<file path="src/rtl/ddr2_port_arbiter.sv">
// Round-robin front end that serialises CHANNELS client requests onto the single DDR2 request port.
// Optional watchdog on the completion wait is enabled by defining DDR2_ARB_TIMEOUT_EN.
module ddr2_port_arbiter #(
  parameter int CHANNELS       = 2,
  parameter int ADDR_W         = 32,
  parameter int DATA_W         = 32,
  parameter int TIMEOUT_CYCLES = 1024
) (
  input  logic                       clock,
  input  logic                       resetn,
  input  logic [CHANNELS-1:0]        req_valid,
  output logic [CHANNELS-1:0]        req_ready,
  input  logic [CHANNELS-1:0]        req_we,
  input  logic [CHANNELS*ADDR_W-1:0] req_addr,
  input  logic [CHANNELS*DATA_W-1:0] req_wd,
  output logic [CHANNELS-1:0]        resp_valid,
  output logic [DATA_W-1:0]          resp_rd,
  output logic                       resp_err,
  output logic                       busy,
  input  logic                       ddr2_stall,
  input  logic [DATA_W-1:0]          ddr2_rd,
  output logic                       ddr2_en,
  output logic                       ddr2_we,
  output logic [ADDR_W-1:0]          ddr2_addr,
  output logic [DATA_W-1:0]          ddr2_wd
);

  localparam int IDX_W    = (CHANNELS > 1) ? $clog2(CHANNELS) : 1;
  localparam int WD_LIMIT = (TIMEOUT_CYCLES > 1) ? (TIMEOUT_CYCLES - 1) : 0;

  typedef enum logic [1:0] {
    S_IDLE  = 2'd0,
    S_ISSUE = 2'd1,
    S_WAIT  = 2'd2
  } state_t;

  state_t                r_state;
  logic [IDX_W-1:0]      r_last;
  logic                  r_ddr2_en;
  logic                  r_ddr2_we;
  logic [ADDR_W-1:0]     r_ddr2_addr;
  logic [DATA_W-1:0]     r_ddr2_wd;
  logic [CHANNELS-1:0]   r_resp_valid;
  logic [DATA_W-1:0]     r_resp_rd;
  logic                  r_busy;

  logic                  w_gnt_any;
  logic [IDX_W-1:0]      w_gnt_idx;
  logic [IDX_W-1:0]      w_probe;
  logic [CHANNELS-1:0]   w_owner_onehot;
  logic                  w_timeout;
  logic                  w_complete;

  // Round-robin search starting one past the last granted channel.
  always_comb begin
    w_gnt_any = 1'b0;
    w_gnt_idx = r_last;
    w_probe   = r_last;
    for (int k = 1; k <= CHANNELS; k++) begin
      w_probe = IDX_W'((int'(r_last) + k) % CHANNELS);
      if (!w_gnt_any && req_valid[w_probe]) begin
        w_gnt_any = 1'b1;
        w_gnt_idx = w_probe;
      end else begin
        w_gnt_any = w_gnt_any;
      end
    end
  end

  // Ready is the only combinational output: it marks the capture edge for the client.
  always_comb begin
    req_ready = '0;
    if ((r_state == S_IDLE) && w_gnt_any) begin
      req_ready[w_gnt_idx] = 1'b1;
    end else begin
      req_ready = '0;
    end
  end

  // Response routing uses the registered owner of the outstanding transaction.
  always_comb begin
    w_owner_onehot = CHANNELS'(1'b1) << r_last;
  end

  assign w_complete = (r_state == S_WAIT) && (!ddr2_stall || w_timeout);

`ifdef DDR2_ARB_TIMEOUT_EN
  logic [31:0] r_wd_cnt;
  logic        r_resp_err;

  assign w_timeout = (r_state == S_WAIT) && ddr2_stall && (r_wd_cnt >= 32'(WD_LIMIT));
  assign resp_err  = r_resp_err;

  // Watchdog counts stalled WAIT cycles; the error flag follows each response.
  always_ff @(posedge clock or negedge resetn) begin
    if (!resetn) begin
      r_wd_cnt   <= 32'd0;
      r_resp_err <= 1'b0;
    end else begin
      if ((r_state == S_ISSUE) && !ddr2_stall) begin
        r_wd_cnt <= 32'd0;
      end else if ((r_state == S_WAIT) && ddr2_stall) begin
        r_wd_cnt <= r_wd_cnt + 32'd1;
      end else begin
        r_wd_cnt <= r_wd_cnt;
      end
      if (w_complete) begin
        r_resp_err <= w_timeout;
      end else begin
        r_resp_err <= r_resp_err;
      end
    end
  end
`else
  assign w_timeout = (WD_LIMIT < 0);
  assign resp_err  = 1'b0;
`endif

  // Main transaction FSM with all port-side outputs registered.
  always_ff @(posedge clock or negedge resetn) begin
    if (!resetn) begin
      r_state      <= S_IDLE;
      r_last       <= IDX_W'(CHANNELS - 1);
      r_ddr2_en    <= 1'b0;
      r_ddr2_we    <= 1'b0;
      r_ddr2_addr  <= '0;
      r_ddr2_wd    <= '0;
      r_resp_valid <= '0;
      r_resp_rd    <= '0;
      r_busy       <= 1'b0;
    end else begin
      r_resp_valid <= '0;
      case (r_state)
        S_IDLE: begin
          if (w_gnt_any) begin
            r_state     <= S_ISSUE;
            r_last      <= w_gnt_idx;
            r_ddr2_en   <= 1'b1;
            r_ddr2_we   <= req_we[w_gnt_idx];
            r_ddr2_addr <= req_addr[w_gnt_idx*ADDR_W +: ADDR_W];
            r_ddr2_wd   <= req_wd[w_gnt_idx*DATA_W +: DATA_W];
            r_busy      <= 1'b1;
          end else begin
            r_state <= S_IDLE;
          end
        end
        S_ISSUE: begin
          if (!ddr2_stall) begin
            r_ddr2_en <= 1'b0;
            r_state   <= S_WAIT;
          end else begin
            r_state <= S_ISSUE;
          end
        end
        S_WAIT: begin
          if (w_complete) begin
            r_resp_valid <= w_owner_onehot;
            r_state      <= S_IDLE;
            r_busy       <= 1'b0;
            // A watchdog abort leaves the last read data untouched.
            if (!r_ddr2_we && !w_timeout) begin
              r_resp_rd <= ddr2_rd;
            end else begin
              r_resp_rd <= r_resp_rd;
            end
          end else begin
            r_state <= S_WAIT;
          end
        end
        default: begin
          r_state   <= S_IDLE;
          r_ddr2_en <= 1'b0;
          r_busy    <= 1'b0;
        end
      endcase
    end
  end

  assign ddr2_en    = r_ddr2_en;
  assign ddr2_we    = r_ddr2_we;
  assign ddr2_addr  = r_ddr2_addr;
  assign ddr2_wd    = r_ddr2_wd;
  assign resp_valid = r_resp_valid;
  assign resp_rd    = r_resp_rd;
  assign busy       = r_busy;

endmodule

</file>
<file path="config.mk">
export PLATFORM = sky130hd
export DESIGN_NAME = ddr2_port_arbiter
export DESIGN_NICKNAME = d
export VERILOG_FILES = /design/src/rtl/ddr2_port_arbiter.sv
export SDC_FILE = /design/constraint.sdc
export NUM_CORES = 1
export LEC_CHECK = 0
export ABC_AREA = 0
export CORE_ASPECT_RATIO = 1.2
export CORE_MARGIN = 1.5
export CORE_UTILIZATION = 35
export DETAILED_ROUTE_END_ITERATION = 10
export PLACE_DENSITY = 0.74
export REMOVE_ABC_BUFFERS = 1
export SYNTH_ARGS = -nofsm -noshare
export SYNTH_HDL_FRONTEND = slang
export SYNTH_SLANG_ARGS = --single-unit
</file>
<file path="constraint.sdc">
create_clock -name clock -period 1.7 [get_ports clock]
set_input_delay 0.34 -clock clock [delete_from_list [all_inputs] [get_ports clock]]
set_output_delay 0.34 -clock clock [all_outputs]
set_load 0.1 [all_outputs]
</file>
Yosys cells after proc, flatten, opt, wreduce, memory -nomap -nowiden

Cells that the tools add are included.

$add $sub $neg: 2
Order comparisons: 4
Eq/ne operators: 5
Shift operators: 3
Mux-type cells: 24
Bitwise logic cells: 3
Reduce and logical (&&, ||, !) cells: 11

Operator list:

| operator                                                    | count |
|---|---|
| indexed part select 64 x 7 -> 32 bit                        | 2 |
| two-way mux 1 bit                                           | 15 |
| two-way mux 2 bit                                           | 5 |
| AND reduction 3 bit                                         | 3 |
| less-than comparator 1 x 2 -> 1 bit (second input constant) | 3 |
| inequality test 2 bit (second input constant)               | 3 |
| case mux 1 bit (3 select lines)                             | 2 |
| case mux 2 bit (3 select lines)                             | 1 |
| logical AND 1 bit                                           | 4 |
| NOT 1 bit                                                   | 3 |
| adder 1 bit (second input constant)                         | 2 |
| equality test 2 x 1 -> 1 bit (second input constant)        | 1 |
| equality test 2 bit (second input constant)                 | 1 |
| zero test 1 bit                                             | 2 |
| zero test 2 bit                                             | 1 |
| AND reduction 2 bit                                         | 1 |
| left shift 1 x 1 -> 2 bit (first input constant)            | 1 |
| demux 1 bit (select 1 bit)                                  | 1 |
| >= comparator 1 bit (second input constant)                 | 1 |

Flip-flop bits (word level): 104
Input port bits: 167
Word-level logic and storage cells: 61

Logic depth before layout (Yosys ltp)

Gate-level depths: netlist (run 1).

Depth after elaboration: 12
Mapped depth: 5

Worst setup path before layout (run 1)

No wires, ideal clock.

Kind: reg2out
Start point: register r_state[0]
End point: output port req_ready[1]
Arrival time: 1632 ps
Required time: 1360 ps
Path slack: -272 ps
Cell stages (with the launch flop): 6
Cell sequence: dfrtp_1 > nor2_1 > nand3_1 > buf_2 > buf_1 > inv_1

Word-level cells in the longest chain between the ends: 3

Ends and longest elaborated chain:

| element                | line | text |
|---|---|---|
| start, declared        | 37   | `state_t r_state;` |
| start signal, assigned | 122  | `r_state <= S_IDLE;` |
| start signal, assigned | 136  | `r_state <= S_ISSUE;` |
| start signal, assigned | 144  | `r_state <= S_IDLE;` |
| zero test 2 bit        | 73   | `if ((r_state == S_IDLE) && w_gnt_any) begin` |
| logical AND 1 bit      | 73   |  |
| two-way mux 2 bit      | 73   |  |
| end, declared          | 12   | `output logic [CHANNELS-1:0] req_ready,` |

No other way between the ends.

Final worst setup path (run 1)

Start point: register r_state[1]
End point: register r_resp_rd[23], in the netlist resp_rd[23]

Word-level cells in the longest chain between the ends: 3

Ends and longest elaborated chain:

| element                                | line    | text |
|---|---|---|
| equality test 2 bit *                  | 85, 133 |  |
| logical AND 1 bit                      | 85      | `assign w_complete = (r_state == S_WAIT) && (!ddr2_stall \|\| w_timeout);` |
| AND reduction 3 bit (no source line) * | n/a     |  |
| end signal, assigned                   | 162     | `r_resp_rd <= ddr2_rd;` |
| end signal, assigned                   | 164     | `r_resp_rd <= r_resp_rd;` |
| end, declared                          | 44      | `logic [DATA_W-1:0] r_resp_rd;` |

Mark *: on every way between the ends. The rest lies on a longest branch, timed or not.
A chain may end at the register's enable or synchronous reset.

==> results_dict.tcl, run 1 <==
set metrics [dict create \
    drc 0 \
    n_antenna_cell 0 \
    place_area_mm2 0.00882 \
    drtPass1Iterations 4 \
    period_share 1.01 \
    violations "setup timing" \
    grt_max_degree 105 \
    clock_sinks 104 \
    place_congestion 0.739 \
    clock_skew_ps 7.59 \
    drv_slew 0 \
    clock_latency_ps 340 \
    finalSetupViolCount 7 \
    die_w_um 110 \
    synth.top_cell.area_share 0.538 \
    cp_top_family "simple AND/OR/NAND/NOR gates" \
    die_y_um 131 \
    synthCells 454 \
    clkTransAtPathRegs_ps 70 \
    portBuffers 269 \
    critPathMaxStageDelay_ps 400 \
    status "complete, but fails checks" \
    synth_area_per_cell_um2 10.6 \
    cts-root-buf "clkbuf_16" \
    core_mm2 0.0133 \
    final_area_mm2 0.00923 \
    critPathBufInv 2 \
    io_pins 271 \
    r2r_slack_ps -10 \
    gr-total-overflow 0 \
    grt_pass1_wl_um 25200 \
    ant_nets 0 \
    min_period_ps 1710 \
    reg2reg_from "r_state[1]" \
    r2r_cells 5 \
    synthTopCellsByArea "dfrtp_1, o221ai_1, inv_1, mux2_4, o21ai_0" \
    drt_iter0_drc 175 \
    drv_cap 0 \
    cp-end-kind "flip-flop" \
    crit_chain "buf_4 -> or3b_4 -> nor2_8 -> clkbuf_16 -> mux2_4" \
    ys_ff_latch 104 \
    cts_max_path_buffers 2 \
    hpwl_um 11700 \
    cp.required_ps 1920 \
    grt_pass1_vias 4949 \
    die-area_mm2 0.0144 \
    cp_max_fo 7 \
    row_count 46 \
    relSlewSlack 0.634 \
    grt_antenna_before_repair 0 \
    worst_pin_slew_ps 549 \
    htreeDepth 3 \
    cts_hold_buf 0 \
    fmax_ghz 0.583 \
    cp_slowest_cell "or3b_4" \
    avgRoutedWirePerCell_um 17.5 \
    grtUsageTotal 0.226 \
    yosysTopAreaCell "dfrtp_1" \
    areaGrowthSynthToFinish_pct 92.6 \
    startpoint_type "flip-flop" \
    syn_area_mm2 0.00479 \
    critPathKind "reg -> reg" \
    timing.rr.end "resp_rd[23]" \
    hp-class "in -> async" \
    rsz0062_at_grt "yes" \
    synth-seq-area-share 0.543 \
    place_ws_ps -306 \
    hold_viol_final 0 \
    fin_ws_ps -13.8 \
    cts_tree "done" \
    nets 895 \
    vias 4483 \
    routed_wl_um 15800 \
    initial_core_util 0.360 \
    yosys_warnings 0 \
    worstPathArrival_ps 1940 \
    yosysUniqueCellTypes 23 \
    numCtsBuffers 9 \
    viasPerCell 4.98 \
    drive_gt1_frac 0.255 \
]
through the flow:
| step | TNS, ps | hold slack [ps] | utilization | std cells |
|---|---|---|---|---|
| final | -38.7 | 66.4 | 0.694 | 901 |
| after global routing | -879 | 117 | 0.694 | 901 |
| after global placement | -8260 | 449 | 0.663 | 878 |
| after floorplan | -57570 | 44.4 | - | 422 |
| after detailed placement | -9190 | 462 | 0.663 | 878 |
| after CTS | -5.41 | 94.7 | 0.692 | 900 |
worst register-to-register path, stage by stage (launching register included):
cell       delay (ps)
dfrtp_1           370
buf_4             120
or3b_4            400
nor2_8            200
clkbuf_16         210
mux2_4            300
registers in the layout (all words and copies together) (netlist names):
name	cells
ddr2_addr	32
ddr2_wd	32
resp_rd	32
r_state	2
resp_valid	2
busy	1
ddr2_en	1
ddr2_we	1
r_last	1
logic make-up after synthesis:
family | Yosys count | synth area share
compound gates | 135 | 0.195
buf+inv | 166 | 0.142
flops | 104 | 0.543
mux | 32 | 0.0987
other cells | 1 | 0.000783
simple gates | 16 | 0.0201
cells in the mapped netlist:
cell type	number
a2bb2oi_1	2
buf_1	3
buf_12	3
buf_2	5
buf_4	1
clkbuf_1	20
conb_1	1
dfrtp_1	103
dfstp_2	1
inv_1	134
mux2_2	2
mux2_4	30
nand2_1	3
nand2b_1	3
nand3_1	2
nor2_1	5
nor2_8	1
o21a_1	1
o21ai_0	65
o221ai_1	65
o22ai_1	2
or2_1	1
or3b_4	1
cell usage in the layout, fill, tap and decap left out:
master,n
or2_2,1
mux2_2,2
buf_6,3
dfstp_2,1
o21ai_0,63
or3b_4,1
nor2_4,2
o21ai_1,2
a2bb2oi_1,2
bufinv_16,2
clkbuf_1,2
conb_1,1
nand3_2,2
clkdlybuf4s50_1,165
clkbuf_16,10
buf_12,112
nand2b_1,2
dfrtp_1,103
o22ai_1,2
mux2_4,30
inv_2,2
o221ai_1,65
inv_1,132
nand2_1,3
clkinv_4,1
buf_4,14
nand2b_4,1
nor2_1,3
clkinv_2,1
o21a_1,1
nor2_8,1
clkinvlp_4,1
final cells by class:
cell class              instances  area, µm²
inverters                     134        503
well taps                     168        210
multi-input cells             184       1540
fillers                       934       4070
flip-flops and latches        104       2600
clock inverters                 5       81.3
clock buffers                  11        233
repair buffers                295       4060
routing by layer:
layer  track usage  vias to the layer above  wire, µm
li1              -                     2059         -
met1         0.246                     2183      5800
met2         0.398                      203      8070
met3        0.0630                       38      1350
met4         0.105                        0       592
met5             0                        -         0
repair_timing:
item	CTS	global route
pin swaps	3	1
gates cloned	0	1
gates resized for setup	7	3
endpoints found under the setup margin	2	20
setup buffers	6	0
worst max-delay path by stage:
stage	endpoint	start	slack, ps	depth (start not counted)
2_1_floorplan	req_ready[0]	r_last	-1500	3
3_3_place_gp	resp_rd[10]	ddr2_stall	-270	5
3_5_place_dp	resp_rd[25]	ddr2_stall	-310	5
4_1_cts	req_ready[1]	r_state[0]	-5	5
5_1_grt	resp_rd[23]	r_state[1]	-50	5
6_report	resp_rd[23]	r_state[1]	-10	5
Power of run 1 is not shown: default switching activity piles up to over one toggle a cycle in this logic, so the estimate is an artifact.
==> inputs of run 2 (changes only) <==
- ABC_AREA: 0 -> default
==> results of run 2 <==
No change in the layout: final DEF, timing and power equal those of run 1.
Power of run 2 is left out for the same reason.
==> inputs of run 3 (changes only) <==
- RECOVER_POWER: default -> 25
==> results_dict.tcl, run 3 (synthesis gave the netlist of run 1 again) <==
set metrics [dict create \
    fin_hold_ws_ps 455 \
    cts_max_path_buffers 2 \
    cp.required_ps 1920 \
    startpoint_type "flip-flop" \
    final_area_mm2 0.00921 \
    final_cell_mix "clkdlybuf4s50_1, inv_1, buf_12, dfrtp_1, o221ai_1" \
    clock_latency_ps 340 \
    violations "setup timing" \
    die_y_um 131 \
    fmax_ghz 0.583 \
    period_share 1.01 \
    fin_ws_ps -15.4 \
    numCtsBuffers 9 \
    critPathKind "reg -> reg" \
    worstPathArrival_ps 1940 \
    status "complete, but fails checks" \
    place_congestion 0.739 \
    core_mm2 0.0133 \
    place_area_mm2 0.00882 \
    drv_slew 0 \
    drive_gt1_frac 0.255 \
    viasPerCell 4.97 \
    grt_pass1_wl_um 25200 \
    grt_pass1_vias 4949 \
    n_antenna_cell 0 \
    row_count 46 \
    vias 4482 \
    rsz0062_at_grt "yes" \
    hp-class "in -> async" \
    cts_tree "done" \
    drt_iter0_drc 192 \
    cp-end-kind "flip-flop" \
    ant_nets 0 \
    worst_pin_slew_ps 1410 \
    areaGrowthSynthToFinish_pct 92.3 \
    final_common_cell "clkdlybuf4s50_1" \
    r2r_cells 5 \
    die_w_um 110 \
    hpwl_um 11700 \
    grt_antenna_before_repair 0 \
    gr-total-overflow 0 \
    finalSetupViolCount 8 \
    drtPass1Iterations 4 \
    drv_cap 0 \
    finalSetupTns_ps -50.0 \
    grtUsageTotal 0.226 \
    min_period_ps 1720 \
    relSlewSlack 0.0571 \
    routed_wl_um 15800 \
    clock_skew_ps 7.70 \
    cts-root-buf "clkbuf_16" \
    hold_viol_final 0 \
    nets 895 \
    die-area_mm2 0.0144 \
    htreeDepth 3 \
    drc 0 \
    initial_core_util 0.360 \
    portBuffers 269 \
    cts_hold_buf 0 \
    io_pins 271 \
    clock_sinks 104 \
    cp_max_fo 7 \
    avgRoutedWirePerCell_um 17.5 \
    clkTransAtPathRegs_ps 70 \
    grt_max_degree 105 \
]
[run 3: changes by cell type in the layout (fill, tap and decap cells not counted), sizes merged]
| cell | change |
|---|---|
| buf | -2 |
| clkbuf | +2 |
[run 3: area by class of cell]
| class | count | area (µm²) |
|---|---|---|
| Fill cell | 936 | 4080 |
| Tap cell | 168 | 210 |
| Inverter | 134 | 503 |
| Timing Repair Buffer | 295 | 4050 |
| Sequential cell | 104 | 2600 |
| Clock buffer | 11 | 233 |
| Clock inverter | 5 | 81.3 |
| Multi-Input combinational cell | 184 | 1540 |
[run 3: stage by stage]
stage          utilization  cells  worst slack [ps]
3_5_place_dp         0.663    878              -306
5_1_grt              0.693    901             -49.1
4_1_cts              0.692    900             -5.41
6_report             0.693    901             -15.4
3_3_place_gp         0.663    878              -273
2_1_floorplan            -    422             -1500
[run 3: critical path, stage by stage, from the launching register on]
cell	delay (ps)
dfrtp_1	370
buf_4	120
or3b_4	400
nor2_8	200
clkbuf_16	200
mux2_4	300
[run 3: final timing paths]
check | slack (ps) | start | endpoint
worst min-delay path | 450 | resetn | resp_rd[28]
max in group asynchronous | 330 | resetn | ddr2_wd[26]
worst min register to register | 580 | ddr2_wd[30] | ddr2_wd[30]
worst max register to register | -20 | r_state[1] | resp_rd[23]
worst max-delay path | -20 | r_state[1] | resp_rd[23]
min in group clock | 580 | req_addr[57] | ddr2_addr[25]
[run 3: timing repair]
item / 4_1_cts / 5_1_grt
pin swaps: 3 / 1
buffers inserted: 6 / 0
endpoints found under the setup margin: 2 / 20
gates cloned: 0 / 1
gates resized for setup: 7 / 3
[run 3: per-layer routing]
metal / up-vias / track usage / share of wire / wire, µm
met1: 2185 / 0.246 / 0.36 / 5760
met3: 38 / 0.0630 / 0.085 / 1340
met2: 200 / 0.398 / 0.51 / 8120
met4: 0 / 0.105 / 0.037 / 592
met5: - / 0 / 0 / 0
li1: 2059 / - / - / -
Power of run 3 is left out for the same reason.
